--- config.mk ---
export PLATFORM = sky130hd
export DESIGN_NAME = imem_loader
export DESIGN_NICKNAME = d
export VERILOG_FILES = /design/src/rtl/imem_loader.sv
export SDC_FILE = /design/constraint.sdc
export NUM_CORES = 1
export LEC_CHECK = 0
export CAP_MARGIN = 10
export CORE_UTILIZATION = 45
export CTS_BUF_LIST = sky130_fd_sc_hd__clkbuf_8
export DETAILED_ROUTE_END_ITERATION = 12
export GPL_TIMING_DRIVEN = 0
export PLACE_DENSITY = 0.78
export SYNTH_ARGS = -nofsm -noshare
export SYNTH_HDL_FRONTEND = slang
export SYNTH_SLANG_ARGS = --single-unit
--- constraint.sdc ---
create_clock -name clk -period 2.03 [get_ports clk]
set_clock_uncertainty 0.15 [all_clocks]
set_input_delay 0.3045 -clock clk [delete_from_list [all_inputs] [get_ports clk]]
set_output_delay 0.3045 -clock clk [all_outputs]
set_load 0.02 [all_outputs]
--- src/rtl/imem_loader.sv ---
// Byte-stream to instruction-memory writer: packs 4 bytes MSB-first into a word per write.
// Define IMEM_LOADER_CHECKSUM_EN to require a trailing XOR checksum word after the program.
module imem_loader #(
   parameter int ADDR_W = 8,
   parameter int DEPTH  = 256
) (
   input  logic              clk,
   input  logic              rst_n,
   input  logic              start,
   input  logic [ADDR_W:0]   num_words,
   input  logic              in_valid,
   input  logic [7:0]        in_data,
   output logic              in_ready,
   output logic              wr_en,
   output logic [ADDR_W-1:0] wr_addr,
   output logic [31:0]       wr_data,
   output logic              busy,
   output logic              done,
   output logic              error
);

   typedef enum logic [2:0] {
      S_IDLE,
      S_LOAD,
      S_WRITE,
`ifdef IMEM_LOADER_CHECKSUM_EN
      S_CHECK,
`endif
      S_DONE
   } state_t;

   localparam logic [ADDR_W:0] DEPTH_W = (ADDR_W+1)'(DEPTH);

   state_t            state, state_nxt;
   logic [1:0]        byte_cnt;
   logic [ADDR_W:0]   word_cnt;
   logic [ADDR_W:0]   word_cnt_inc;
   logic [ADDR_W:0]   count;
   logic [23:0]       word_q;
   logic [ADDR_W-1:0] wr_addr_q;
   logic [31:0]       wr_data_q;
   logic              error_q;
   logic              last_word;
   logic              byte_last;
`ifdef IMEM_LOADER_CHECKSUM_EN
   logic [31:0]       csum_q;
`endif

   assign word_cnt_inc = word_cnt + (ADDR_W+1)'(1);
   assign last_word    = (word_cnt_inc == count);
   assign byte_last    = in_valid && (byte_cnt == 2'd3);

   assign wr_addr = wr_addr_q;
   assign wr_data = wr_data_q;
   assign error   = error_q;

   always_ff @(posedge clk) begin
      if (!rst_n) state <= S_IDLE;
      else        state <= state_nxt;
   end

   always_comb begin
      state_nxt = state;
      in_ready  = 1'b0;
      wr_en     = 1'b0;
      busy      = 1'b1;
      done      = 1'b0;
      case (state)
         S_IDLE: begin
            busy = 1'b0;
            if (start) begin
               if (num_words == '0)          state_nxt = S_DONE;
               else if (num_words <= DEPTH_W) state_nxt = S_LOAD;
            end
         end
         S_LOAD: begin
            in_ready = 1'b1;
            if (byte_last) state_nxt = S_WRITE;
         end
         S_WRITE: begin
            wr_en = 1'b1;
            if (last_word) begin
`ifdef IMEM_LOADER_CHECKSUM_EN
               state_nxt = S_CHECK;
`else
               state_nxt = S_DONE;
`endif
            end else begin
               state_nxt = S_LOAD;
            end
         end
`ifdef IMEM_LOADER_CHECKSUM_EN
         S_CHECK: begin
            in_ready = 1'b1;
            if (byte_last) state_nxt = S_DONE;
         end
`endif
         S_DONE: begin
            done      = 1'b1;
            state_nxt = S_IDLE;
         end
         default: state_nxt = S_IDLE;
      endcase
   end

   // Address/data are captured with the 4th byte so they are valid throughout WRITE
   // and keep their last values afterwards.
   always_ff @(posedge clk) begin
      if (!rst_n) begin
         byte_cnt  <= '0;
         word_cnt  <= '0;
         count     <= '0;
         word_q    <= '0;
         wr_addr_q <= '0;
         wr_data_q <= '0;
         error_q   <= 1'b0;
`ifdef IMEM_LOADER_CHECKSUM_EN
         csum_q    <= '0;
`endif
      end else begin
         case (state)
            S_IDLE: begin
               if (start) begin
                  if (num_words <= DEPTH_W) begin
                     error_q  <= 1'b0;
                     count    <= num_words;
                     word_cnt <= '0;
                     byte_cnt <= '0;
`ifdef IMEM_LOADER_CHECKSUM_EN
                     csum_q   <= '0;
`endif
                  end else begin
                     error_q <= 1'b1;
                  end
               end
            end
            S_LOAD: begin
               if (in_valid) begin
                  word_q   <= {word_q[15:0], in_data};
                  byte_cnt <= byte_cnt + 2'd1;
                  if (byte_cnt == 2'd3) begin
                     wr_data_q <= {word_q, in_data};
                     wr_addr_q <= word_cnt[ADDR_W-1:0];
                  end
               end
            end
            S_WRITE: begin
               word_cnt <= word_cnt_inc;
`ifdef IMEM_LOADER_CHECKSUM_EN
               csum_q   <= csum_q ^ wr_data_q;
`endif
            end
`ifdef IMEM_LOADER_CHECKSUM_EN
            S_CHECK: begin
               if (in_valid) begin
                  word_q   <= {word_q[15:0], in_data};
                  byte_cnt <= byte_cnt + 2'd1;
                  if (byte_cnt == 2'd3 && {word_q, in_data} != csum_q) error_q <= 1'b1;
               end
            end
`endif
            default: ;
         endcase
      end
   end

endmodule
==> results.sh, run 1 <==
export IMPL_vias_per_cell=5.29
export IMPL_comb_power_share_pct=7.7
export IMPL_cts_tree="built"
export IMPL_hold_viol=0
export IMPL_clock_power_share_pct=37.5
export IMPL_root_buffer="clkbuf_8"
export IMPL_seqPwrFrac_pct=54.8
export IMPL_drt_iter0_markers=225
export IMPL_hpwl_um=6130
export IMPL_synth_cell_type_count=44
export IMPL_cp_arrival_ps=2080
export IMPL_postRouteAntennaNets=0
export IMPL_synth_edf_count=0
export IMPL_crit_fanout=10
export IMPL_status="finished clean"
export IMPL_switching_share_pct=24.8
export IMPL_cpPeakStageDelay_ps=450
export IMPL_rrSetupSlack_ps=110
export IMPL_rsz0062_at_grt="false"
export IMPL_finalWirelength_um=8660
export IMPL_path_clk_slew_ps=80
export IMPL_drc_errors=0
export IMPL_drive_above_1_share_pct=10.4
export IMPL_fp_row_count=31
export IMPL_fin_ws_ps=31.6
export IMPL_synth_seq_cells=87
export IMPL_vdd_drop_max_uv=469
export IMPL_synth_nets=465
export IMPL_final_core_util_pct=62.4
export IMPL_worstPathRequired_ps=2110
export IMPL_fin_hold_ws_ps=217
export IMPL_multiInputGateArea_um2=1680
export IMPL_numCtsBuffers=9
export IMPL_initial_core_util_pct=47.4
export IMPL_cts_buffer_depth=2
export IMPL_core_area_um2=7410
export IMPL_die_h_um=90.3
export IMPL_place_ws_ps=-517
export IMPL_post_route_period_util_pct=98.4
export IMPL_final_area_um2=4620
export IMPL_gp_congestion=0.880
export IMPL_tightest_slew_ps=531
export IMPL_yosysWarnings=0
export IMPL_syn_to_final_growth_pct=31.6
export IMPL_synth_cells=442
export IMPL_worstRegToRegCells=6
export IMPL_end_kind="register"
export IMPL_die_width_um=90.3
export IMPL_final_cell_mix="139 x nand2_1, 80 x dfxtp_1, 72 x a21oi_1"
export IMPL_finalSetupViolations=0
export IMPL_final_max_slew_viol_count=0
export IMPL_grt_remaining_overflow=0
export IMPL_cp_slowest_cell="clkdlybuf4s50_1"
export IMPL_nets=547
export IMPL_whs_path_depth=3
export IMPL_fillers=652
export IMPL_dr_pass1_iters=4
export IMPL_io_pins=66
export IMPL_drv_cap=0
export IMPL_worst_setup_path_start_kind="input port"
export IMPL_track_usage_pct=21.4
export IMPL_grt_max_degree=16
export IMPL_worst_setup_path_type="in2reg"
export IMPL_cts_hold_buf=0
export IMPL_netlist_area_um2=3510
export IMPL_io_buffers=64
export IMPL_async_reset_ff_share_pct=0
export IMPL_grt_pass1_vias=2974
export IMPL_clock_sinks=87
export IMPL_switching_power_uw=793
export IMPL_min_period_ps=2000
export IMPL_layout_commonest_cell="nand2_1"
export IMPL_num_vias=3321
export IMPL_internal_power_uw=2400
export IMPL_cellLeakagePower_uw=0.00164
export IMPL_dieArea_um2=8160
export IMPL_p_per_area_nw_per_um2=691
export IMPL_h_tree_depth=3
export IMPL_grt_first_pass_wirelength_um=14000
export IMPL_path_cells="clkdlybuf4s50_1, nor4_2, a21o_1, a21oi_2, o311ai_0, o31ai_1"
export IMPL_fmax_mhz=500
export IMPL_synth_yosys_seq_area_share_pct=49.6
export IMPL_synth_area_per_cell_um2=7.94
export IMPL_fin_setup_tns_ps=0
export IMPL_dpl_cell_area_um2=4280
export IMPL_ys_flop_type="dfxtp_1"
export IMPL_grt_antenna_before_repair=0
export IMPL_antenna_cells=0
export IMPL_post_drt_wl_per_cell_um=13.8
export IMPL_clock_latency_ps=360
export IMPL_slew_headroom_pct=64.6
export IMPL_seq_area_um2=1760
export IMPL_hp_class="in2reg"
-- repair_timing --
item                       4_1_cts  5_1_grt
pin swaps                        1        2
gates resized for setup         22       26
setup endpoints to repair       43       70
setup buffers                    0        8
-- stage by stage --
step,cells,total power [µW]
global placement,605,2020
CTS,620,3200
floorplan,442,1920
detailed placement,605,2030
finish,628,3190
global route,628,3310
-- logic make-up after synthesis --
| family | synth area share (%) |
|---|---|
| DFF | 49.6 |
| AOI/OAI and AO/OA | 16.4 |
| adders and majority gates | 0.713 |
| buffers and inverters | 4.10 |
| xor gates and xnor gates | 2.74 |
| and+or+nand+nor | 23.6 |
| muxes | 2.85 |
-- path summary, 6_finish.rpt --
kind / to / from
min: count[8] / rst_n
max reg2reg: state[1] / word_cnt[3]
max: word_cnt[2] / num_words[4]
min reg2reg: wr_data[22] / wr_data[22]
-- synthesized netlist by cell type (all sizes together), types with 3 or more instances --
cell    count  share of area [%]
and2        5               0.89
nand3       7                1.1
nor2       18                1.9
nor2b       5               0.89
o31ai       4                1.0
clkbuf     29                3.1
xnor2       8                2.0
nand4       3               0.53
inv         6               0.64
xor2        3               0.75
a21oi      73                 10
dfxtp      87                 50
o311ai      3               0.75
nand2     140                 15
o21ai       5               0.71
a211oi      3               0.64
or3         4               0.75
or4         3               0.68
mux2i      10                2.9
-- power groups by stage --
stage	Clock (µW)	Combinational (µW)	Sequential, µW
3_5_place_dp	0	233	1790
5_1_grt	1290	269	1750
6_report	1200	247	1750
4_1_cts	1210	237	1750
3_3_place_gp	0	228	1790
2_1_floorplan	0	138	1780
-- state kept, by name, indices dropped and copies added, names as in the netlist --
signal / count
byte_cnt: 2
wr_addr: 8
error: 1
count: 9
state: 2
wr_data: 32
word_q: 24
word_cnt: 9
-- final cells by class --
type / count / area share, %
Inverter: 6 / 0.487
Buffer: 30 / 3.19
Sequential cell: 87 / 38.0
Tap cell: 99 / 2.68
Multi-Input combinational cell: 318 / 36.3
Timing Repair Buffer: 72 / 15.1
Clock inverter: 7 / 1.57
Clock buffer: 9 / 2.68
-- layer usage --
| metal | track usage [%] | up-vias | wire length (µm) |
|---|---|---|---|
| li1 | - | 1654 | - |
| met1 | 28.7 | 1560 | 4130 |
| met2 | 33.5 | 93 | 3900 |
| met3 | 5.05 | 14 | 482 |
| met4 | 8.20 | 0 | 151 |
| met5 | 0 | - | 0 |
-- critical path, delay by kind of cell --
| family | cells | cell delay [ps] |
|---|---|---|
| AOI/OAI and AO/OA | 4 | 930 |
| and+or+nand+nor | 1 | 390 |
| buffers and inverters | 1 | 450 |
Power figures use the tool's default switching activity.
==> inputs of run 2 (changes only) <==
--- a/config.mk
+++ b/config.mk
@@ -8,6 +8,7 @@
 export CAP_MARGIN = 10
 export CORE_UTILIZATION = 45
 export CTS_BUF_LIST = sky130_fd_sc_hd__clkbuf_8
+export CTS_CLUSTER_DIAMETER = 80
 export DETAILED_ROUTE_END_ITERATION = 12
 export GPL_TIMING_DRIVEN = 0
 export PLACE_DENSITY = 0.78
==> results of run 2 <==
Final layout, timing and power as in run 1 (identical DEF).
==> inputs of run 3 (changes only) <==
--- a/config.mk
+++ b/config.mk
@@ -6,11 +6,13 @@
 export NUM_CORES = 1
 export LEC_CHECK = 0
 export CAP_MARGIN = 10
+export CORE_MARGIN = 1
 export CORE_UTILIZATION = 45
 export CTS_BUF_LIST = sky130_fd_sc_hd__clkbuf_8
 export CTS_CLUSTER_DIAMETER = 80
 export DETAILED_ROUTE_END_ITERATION = 12
 export GPL_TIMING_DRIVEN = 0
+export HOLD_SLACK_MARGIN = 0.1
 export PLACE_DENSITY = 0.78
 export SYNTH_ARGS = -nofsm -noshare
 export SYNTH_HDL_FRONTEND = slang
==> results of run 3 <==
Final layout, timing and power as in run 1 (identical DEF).
